`src/rtl/rr_arb_pkg.sv`:
```
// Shared helpers for the round-robin arbiter family: index width, pointer wrap
// and the largest channel count the arbiter is meant to be built for.
package rr_arb_pkg;

  localparam int MAX_DEPTH = 64;

  function automatic int clog2(input int value);
    int r;
    r = 0;
    while ((1 << r) < value) r++;
    return r;
  endfunction

  // Explicit wrap keeps non-power-of-2 channel counts from reaching illegal indices.
  function automatic int next_ptr(input int g, input int depth);
    return (g == depth - 1) ? 0 : g + 1;
  endfunction

endpackage

```
`src/rtl/rr_arb_core.sv`:
```
// Combinational round-robin grant: requests at or above ptr win first, then the
// search wraps to the low channels; lowest set bit of a doubled vector gives both.
module rr_arb_core
  import rr_arb_pkg::*;
#(
  parameter int DEPTH     = 8,
  parameter int SEL_WIDTH = clog2(DEPTH)
) (
  input  logic [DEPTH-1:0]     req,
  input  logic [SEL_WIDTH-1:0] ptr,
  output logic [DEPTH-1:0]     gnt_onehot,
  output logic [SEL_WIDTH-1:0] gnt_idx
);

  logic [DEPTH-1:0]   hi_mask;
  logic [2*DEPTH-1:0] dbl_req;
  logic               found;

  generate
    for (genvar gi = 0; gi < DEPTH; gi++) begin : g_mask
      assign hi_mask[gi] = (gi >= int'(ptr));
    end
  endgenerate

  assign dbl_req = {req, req & hi_mask};

  always_comb begin
    found      = 1'b0;
    gnt_onehot = '0;
    gnt_idx    = '0;
    for (int i = 0; i < 2 * DEPTH; i++) begin
      if (!found && dbl_req[i]) begin
        found                   = 1'b1;
        gnt_onehot[i % DEPTH]   = 1'b1;
        gnt_idx                 = SEL_WIDTH'(i % DEPTH);
      end
    end
  end

endmodule

```
`src/rtl/rr_arb_mux.sv`:
```
// Registered round-robin N:1 stream mux with per-channel valid/ready.
// Define RR_ARB_MUX_PKT_LOCK_EN to hold the grant on one channel until its in_last beat.
module rr_arb_mux
  import rr_arb_pkg::*;
#(
  parameter int BIT_WIDTH = 8,
  parameter int DEPTH     = 8,
  parameter int SEL_WIDTH = clog2(DEPTH)
) (
  input  logic                       clk,
  input  logic                       rst_n,
  input  logic [DEPTH-1:0]           in_valid,
  input  logic [BIT_WIDTH*DEPTH-1:0] dataIn,
`ifdef RR_ARB_MUX_PKT_LOCK_EN
  input  logic [DEPTH-1:0]           in_last,
  output logic                       out_last,
`endif
  output logic [DEPTH-1:0]           in_ready,
  output logic                       out_valid,
  output logic [BIT_WIDTH-1:0]       out_data,
  output logic [SEL_WIDTH-1:0]       out_sel,
  input  logic                       out_ready
);

  logic [SEL_WIDTH-1:0] rr_ptr;
  logic [DEPTH-1:0]     arb_onehot;
  logic [SEL_WIDTH-1:0] arb_idx;
  logic                 gnt_valid;
  logic [SEL_WIDTH-1:0] gnt_idx;
  logic [SEL_WIDTH-1:0] ptr_next;
  logic                 load;
  logic                 xfer;
  logic [BIT_WIDTH-1:0] data_arr [DEPTH];

  assign load = !out_valid || out_ready;

  rr_arb_core #(
    .DEPTH     (DEPTH),
    .SEL_WIDTH (SEL_WIDTH)
  ) u_core (
    .req        (in_valid),
    .ptr        (rr_ptr),
    .gnt_onehot (arb_onehot),
    .gnt_idx    (arb_idx)
  );

`ifdef RR_ARB_MUX_PKT_LOCK_EN
  logic                 lock_active;
  logic [SEL_WIDTH-1:0] lock_ch;

  // While locked only the owning channel can transfer, even if it goes idle.
  assign gnt_valid = lock_active ? in_valid[lock_ch] : |arb_onehot;
  assign gnt_idx   = lock_active ? lock_ch : arb_idx;
`else
  assign gnt_valid = |arb_onehot;
  assign gnt_idx   = arb_idx;
`endif

  assign xfer     = load && gnt_valid;
  assign ptr_next = SEL_WIDTH'(next_ptr(int'(gnt_idx), DEPTH));

  generate
    for (genvar gi = 0; gi < DEPTH; gi++) begin : g_chan
      assign data_arr[gi] = dataIn[BIT_WIDTH*gi +: BIT_WIDTH];
      assign in_ready[gi] = xfer && (gnt_idx == SEL_WIDTH'(gi));
    end
  endgenerate

  always_ff @(posedge clk or negedge rst_n) begin
    if (!rst_n) begin
      out_valid   <= 1'b0;
      out_data    <= '0;
      out_sel     <= '0;
      rr_ptr      <= '0;
`ifdef RR_ARB_MUX_PKT_LOCK_EN
      out_last    <= 1'b0;
      lock_active <= 1'b0;
      lock_ch     <= '0;
`endif
    end else if (load) begin
      out_valid <= gnt_valid;
      if (gnt_valid) begin
        out_data <= data_arr[gnt_idx];
        out_sel  <= gnt_idx;
`ifdef RR_ARB_MUX_PKT_LOCK_EN
        out_last <= in_last[gnt_idx];
        if (in_last[gnt_idx]) begin
          lock_active <= 1'b0;
          rr_ptr      <= ptr_next;
        end else begin
          lock_active <= 1'b1;
          lock_ch     <= gnt_idx;
        end
`else
        rr_ptr   <= ptr_next;
`endif
      end
    end
  end

endmodule

```
`config.mk`:
```
export PLATFORM = sky130hd
export DESIGN_NAME = rr_arb_mux
export DESIGN_NICKNAME = d
export VERILOG_FILES = /design/src/rtl/rr_arb_pkg.sv /design/src/rtl/rr_arb_core.sv /design/src/rtl/rr_arb_mux.sv
export SDC_FILE = /design/constraint.sdc
export NUM_CORES = 1
export LEC_CHECK = 0
export BUFFER_PORTS_ARGS = -buffer_cell sky130_fd_sc_hd__clkbuf_2
export CORE_MARGIN = 8
export CORE_UTILIZATION = 35
export CTS_CLUSTER_DIAMETER = 200
export DETAILED_ROUTE_END_ITERATION = 10
export PLACE_DENSITY = 0.72
export SETUP_SLACK_MARGIN = 0.4
export SYNTH_ARGS = -nofsm -noshare
export SYNTH_HDL_FRONTEND = slang
export SYNTH_SLANG_ARGS = --single-unit
export TNS_END_PERCENT = 100
```
`constraint.sdc`:
```
create_clock -name clk -period 5.1 [get_ports clk]
set_input_delay 0.51 -clock clk [delete_from_list [all_inputs] [get_ports clk]]
set_output_delay 0.51 -clock clk [all_outputs]
set_load 0.02 [all_outputs]
```
After elaboration in Yosys (flattened, before gate mapping)
Cells that the tools add are included.

cells by class
  $add $sub $neg = 1
  $lt $le $gt $ge = 8
  equality and inequality tests = 8
  multiplexer cells = 49
  bitwise operators = 2
  reduce and logical (&&, ||, !) cells = 44

operators with widths
  cell                 number
  $mux 3               13
  $mux 1               31
  $bmux 8 s3           1
  $logic_and 1x1->1    24
  $logic_not 1->1      16
  $mux 8               2
  $eq 3x3->1 const B   4
  $ge 3x3->1 const A   3
  $and 8x8->8          1
  $reduce_or 8->1      1
  $eq 3x1->1 const B   2
  $eq 3x2->1 const B   2
  $ge 1x3->1 const A   2
  $ge 2x3->1 const A   2
  $ge 4x4->1 const B   1
  $mux 2               2
  $not 3->4            1
  $add 3x1->3 const B  1
  $logic_not 3->1      1
  $reduce_and 2->1     1
  $logic_or 1x1->1     1

storage, ports and cells
  register bits = 15
  output and inout port bits = 20
  word-level logic and storage cells = 116

Longest topological paths before layout
  word-level depth = 52
  mapped depth = 11

Hierarchy
From an unflattened synthesis, not the netlist that was laid out.

unflattened totals
  cells, all modules = 151
  area, all modules = 1,727.9 um^2

modules (own cells, without submodules)
  module       times used  cells an instance  area an instance (um^2)
  rr_arb_mux   1           85                 1,297.5
  rr_arb_core  1           66                 430.4

Least setup slack after synthesis
OpenSTA, ideal clock, no wires.

  path type = input to output
  from = in in_valid[6]
  to = out in_ready[3]
  data arrival time = 1,981 ps
  data required time = 4,590 ps
  path slack = 2,609 ps
  stages on the path = 9
  cells stage by stage = nor3b_2 > o311ai_1 > a21oi_1 > o21ba_1 > buf_6 > buf_6 > ha_1 > ha_1 > and3_1

between the ends
  elaborated cells on any way between the ends = 53
  those cells by class = 1 x eq/ne; 29 x mux; 1 x bitwise; 22 x reduce/logical

RTL lines
  what                   line               source
  start: declaration     rr_arb_mux.sv:12   input logic [DEPTH-1:0] in_valid,
  $and 8x8->8            rr_arb_core.sv:25  assign dbl_req = {req, req & hi_mask};
  $logic_and 1x1->1      rr_arb_core.sv:32  if (!found && dbl_req[i]) begin
  $mux 1                 rr_arb_core.sv:32
  $logic_not 1->1        rr_arb_core.sv:32
  $logic_and 1x1->1      rr_arb_core.sv:32
  $mux 1                 rr_arb_core.sv:32
  $logic_not 1->1        rr_arb_core.sv:32
  $logic_and 1x1->1      rr_arb_core.sv:32
  [17 not listed]        n/a
  $logic_and 1x1->1      rr_arb_core.sv:32
  $mux 1                 rr_arb_core.sv:32
  $logic_not 1->1        rr_arb_core.sv:32
  $logic_and 1x1->1      rr_arb_core.sv:32
  $mux 3 (*)             rr_arb_core.sv:32
  named net arb_idx[1]   rr_arb_mux.sv:27   logic [SEL_WIDTH-1:0] arb_idx;
  $eq 3x2->1 (*)         rr_arb_mux.sv:65   assign in_ready[gi] = xfer && (gnt_idx == SEL_WIDTH'(gi));
  $logic_and 1x1->1 (*)  rr_arb_mux.sv:65
  end: declaration       rr_arb_mux.sv:18   output logic [DEPTH-1:0] in_ready,

The timed path passes the listed nets; every way through them passes the cells marked *.

Final worst setup path
  from = reg rr_ptr[1]
  to = out in_ready[5]

between the ends
  cells in the longest elaborated chain, start to end = 51
  elaborated cells on any way between the ends = 87
  those cells by class = 7 x order compare; 1 x eq/ne; 45 x mux; 1 x bitwise; 33 x reduce/logical

RTL lines
  what                      line               source
  start: declaration        rr_arb_mux.sv:25   logic [SEL_WIDTH-1:0] rr_ptr;
  start signal: assignment  rr_arb_mux.sv:95   rr_ptr <= ptr_next;
  $ge 1x3->1                rr_arb_core.sv:21  assign hi_mask[gi] = (gi >= int'(ptr));
  $and 8x8->8 (*)           rr_arb_core.sv:25
  $mux 1                    rr_arb_core.sv:32
  $logic_not 1->1           rr_arb_core.sv:32
  $logic_and 1x1->1         rr_arb_core.sv:32
  $mux 1                    rr_arb_core.sv:32
  $logic_not 1->1           rr_arb_core.sv:32
  $logic_and 1x1->1         rr_arb_core.sv:32
  [35 not listed]           n/a
  $logic_and 1x1->1         rr_arb_core.sv:32
  $mux 1                    rr_arb_core.sv:32
  $logic_not 1->1           rr_arb_core.sv:32
  $logic_and 1x1->1         rr_arb_core.sv:32
  $mux 1                    rr_arb_core.sv:32
  $reduce_or 8->1           rr_arb_mux.sv:55   assign gnt_valid = |arb_onehot;
  $logic_and 1x1->1         rr_arb_mux.sv:59   assign xfer = load && gnt_valid;
  $logic_and 1x1->1 (*)     rr_arb_mux.sv:65

Every way passes the cells marked *; elsewhere a longest branch is shown, timed or not.

==> key figures <==
Status
  – Outcome: finished, final reports clean

Setup path
  – Required @ worst endpoint: 4.59 ns
  – Setup CP Type: register to output pin
  – Startpoint Class: register
  – Critical path peak fanout: 20
  – Crit path to: in_ready[5]
  – CP Capture Type: output pin
  – FF-to-FF setup slack: 2.54 ns
  – Arr. time, crit path: between 2 and 3 ns
  – CP Launch Point: rr_ptr[1]
  – FF-to-FF path depth: 7
  – Reg2Reg Capture Point: out_data[4]
  – RR Startpoint: rr_ptr[1]

Route
  – Detailed route wirelength on metal3: ~300 µm
  – # DRC: 0
  – Met2 WL: roughly 2300 µm
  – Detail Route Antenna Nets: 0
  – Via density: 4.942
  – Final WL: approximately 4500 µm
  – DRT iter0 DRCs: 51
  – Avg WL per Cell: about 15 µm
  – Max Used Layer: met4
  – 1st-pass router iterations: 4
  – Vias: between 1,500 and 2,000
  – DRT met1 WL: slightly below 2000 µm

Global routing
  – Vias in the first global route: between 1,500 and 2,000
  – GRT overflow: 0
  – Global-route wire length before repair: between 7000 and 8000 µm
  – Initial antenna violation count: 0
  – Largest net degree at the start of global routing: 26
  – GRT Total Usage: 13.08%

Die
  – Die ar.: 0.006815 mm²
  – Die W: slightly above 80 µm
  – Core ar.: around 0.0043 mm²
  – I/O pin count: between 90 and 100
  – Initial Util: between 30 and 40%
  – Row count: 24
  – Die Y: 82.55 µm

Clock tree
  – Total CTS buffers: 3
  – Reg clk slew, reported paths: about 0.060 ns
  – Root Buffer: clkbuf_8
  – Clock Path Buffers: 2
  – Postcts setup bufs: 0
  – Htree depth: 1
  – CTS Hold Bufs: 0
  – CTS Sinks: 15
  – Clk_lat worst skew: ~0.24 ns
  – Post_cts resized: 0
  – CTS tree: done

Placement
  – Routability Congestion: ~0.80
  – Number of instances in the placed design: a little over 300
  – Post-DP HPWL: between 3000 and 4000 µm
  – IO buf count: 94

Cells and area
  – Area of the multi-input gates: roughly 0.0011 mm²
  – Fillers: between 400 and 500
  – Commonest non-fill, non-tap cell in the layout: clkbuf_2
  – Ratio of cells with drive above 1 in the final layout: between 40% and 50%
  – Post-Layout Cell Count: 311
  – Area Growth Syn to Fin: 33.09%
  – Final core utilization: 47.71%
  – Storage cell area: 375.4 µm²
  – Most frequent cells in the layout: clkbuf_2, mux2i_1, nand2_1
  – Final nets: about 340
  – ANT cells: 0

Logic synthesis
  – Post-Synth Adder-Cell Area: under 10%
  – Synthesized netlist cell count: 167
  – Top post-synthesis cells by area: dfrtp_1, mux2i_1, a22o_1
  – Yosys top cell area share: 24.21%
  – Compound-Gate Fraction of Synth Area: a little over a quarter
  – Ys Warns: 0
  – Mean Syn Cell Area: approximately 9.3 µm²
  – Synth Area in XOR/XNOR: 0%
  – Sequential share of the synthesized area: about a quarter
  – Main combinational cell family by area after synthesis: compound AO/OA/AOI/OAI gates
  – Synth cell types: slightly above 40
  – Syn Std Cell Area: approximately 0.0016 mm²
  – Mux share of post-synthesis cell area: between 20% and 30%
  – Simple-gate share of the synthesized area: between 10% and 20%
  – Synth Register Bits: 15
  – Synth area leader: dfrtp_1
  – Mapped Nets: ~250

Pwr
  – Internal power: around 0.56 mW
  – Clk network pwr share: 8.9%
  – Combinational power share: between 70% and 80%
  – Net Sw Frac: roughly 48%
  – Sequential Power Share: approximately a fifth
  – Leak Pwr: 1.138 nW
  – Total net switching power: just over 0.5 mW
  – Max IR drop VDD: ~0.23 mV
  – PwrDens: roughly 520 mW/mm²

Run
  – Max Cap Viol: 0

STA
  – Skew final: ~0.00062 ns
  – RSZ-0062 raised after global routing: no
  – Setup_tns: 0 ns
  – Fmax: roughly 310 MHz
  – Tcrit/Tclk final: approximately 63%
  – Final hold slack: 0.1786 ns
  – Finish-stage setup viols: 0
  – Min cycle time layout: around 3.2 ns
  – Final hold violation count: 0
  – Rel. slew slack: around 41%
  – Least-Margin Pin Slew: 0.8798 ns
  – Final Max Slew Viols: 0

Hold path
  – Worst hold path class: primary input to async pin
[sequential cells by signal, indices dropped and copies added, names as in the netlist]
register   flops
out_sel        3
out_data       8
rr_ptr         3
out_valid      1
[cells in the mapped netlist]
cell       count
o211a_1        1
a21oi_1        5
mux2i_1       32
o311ai_1       1
nand3_1        2
ha_1           6
buf_12         1
nor4_1         1
clkbuf_1       1
inv_1          5
and2b_1        1
and3_1         2
a2bb2oi_1      1
o221ai_4       1
and2_1         2
nand2_1       24
or2_2          1
or2_1          1
o31ai_1        3
a22o_1        16
dfrtp_1       15
o221ai_2       1
o21ba_1        2
nor2_1        11
buf_8          1
buf_1          1
nor3b_2        1
a221o_1        1
nor2_2         3
a32oi_1        1
nand2b_1       3
o21ai_0        2
a21bo_1        1
a21o_1         1
a21o_4         1
o31ai_2        5
nand2_2        1
or3_1          2
buf_6          3
inv_2          2
a211oi_1       2
[layout make-up]
type / instances / share of cell area (%)
clock buffer: 3 / 2.001
inverter: 7 / 1.273
clock inverter: 1 / 0.2426
multi-input combinational: 138 / 51.97
sequential: 15 / 18.19
tap: 52 / 3.153
timing repair buffer: 95 / 23.17
[cell families (layout without fill, tap and decap cells)]
kind of cell    Yosys count  after routing
simple gates             55             55
compound gates           45             45
mux                      32             32
flops                    15             15
buf+inv                  14            106
fa+ha+maj                 6              6
[routing by layer]
| metal | vias to the layer above | track usage, % |
|---|---|---|
| met5 | - | 0 |
| met4 | 0 | 3.621 |
| met3 | 2 | 3.030 |
| met2 | 55 | 23.65 |
| met1 | 680 | 14.97 |
| li1 | 800 | - |
[through the flow]
stage	worst slack (ns)	total power [mW]	area, µm²
floorplan	2.609	0.8568	1550
global placement	2.013	0.9866	2017
detailed placement	1.942	0.9997	2017
CTS	1.876	1.099	2063
global route	1.688	1.176	2063
finish	1.895	1.077	2063
[worst max-delay path, cell delays in order, from the launching register on]
cell and delay, ns:
dfrtp_1 0.46, a21bo_1 0.23, a21oi_1 0.23, o21ba_2 0.53, buf_4 0.40, inv_1 0.13
ha_1 0.20, nand2_1 0.07, nor2_1 0.04, clkbuf_2 0.15
[power groups by stage]
stage          logic, mW  clock network (mW)  registers, mW
3_3_place_gp       0.767                   0          0.219
3_5_place_dp       0.779                   0          0.221
2_1_floorplan      0.595                   0          0.262
6_report           0.763              0.0955          0.218
4_1_cts            0.780              0.0994          0.219
5_1_grt            0.843               0.104          0.228
[how the worst min path moves through the flow]
stage                       end  depth (start not counted)  slack [ns]
floorplan           out_data[0]                          0        0.21
global placement     out_sel[1]                          1        0.46
detailed placement   out_sel[1]                          1        0.46
CTS                  out_sel[1]                          1        0.19
global route         out_sel[1]                          1        0.20
finish               out_sel[1]                          1        0.18
Power figures use the tool's default switching activity.
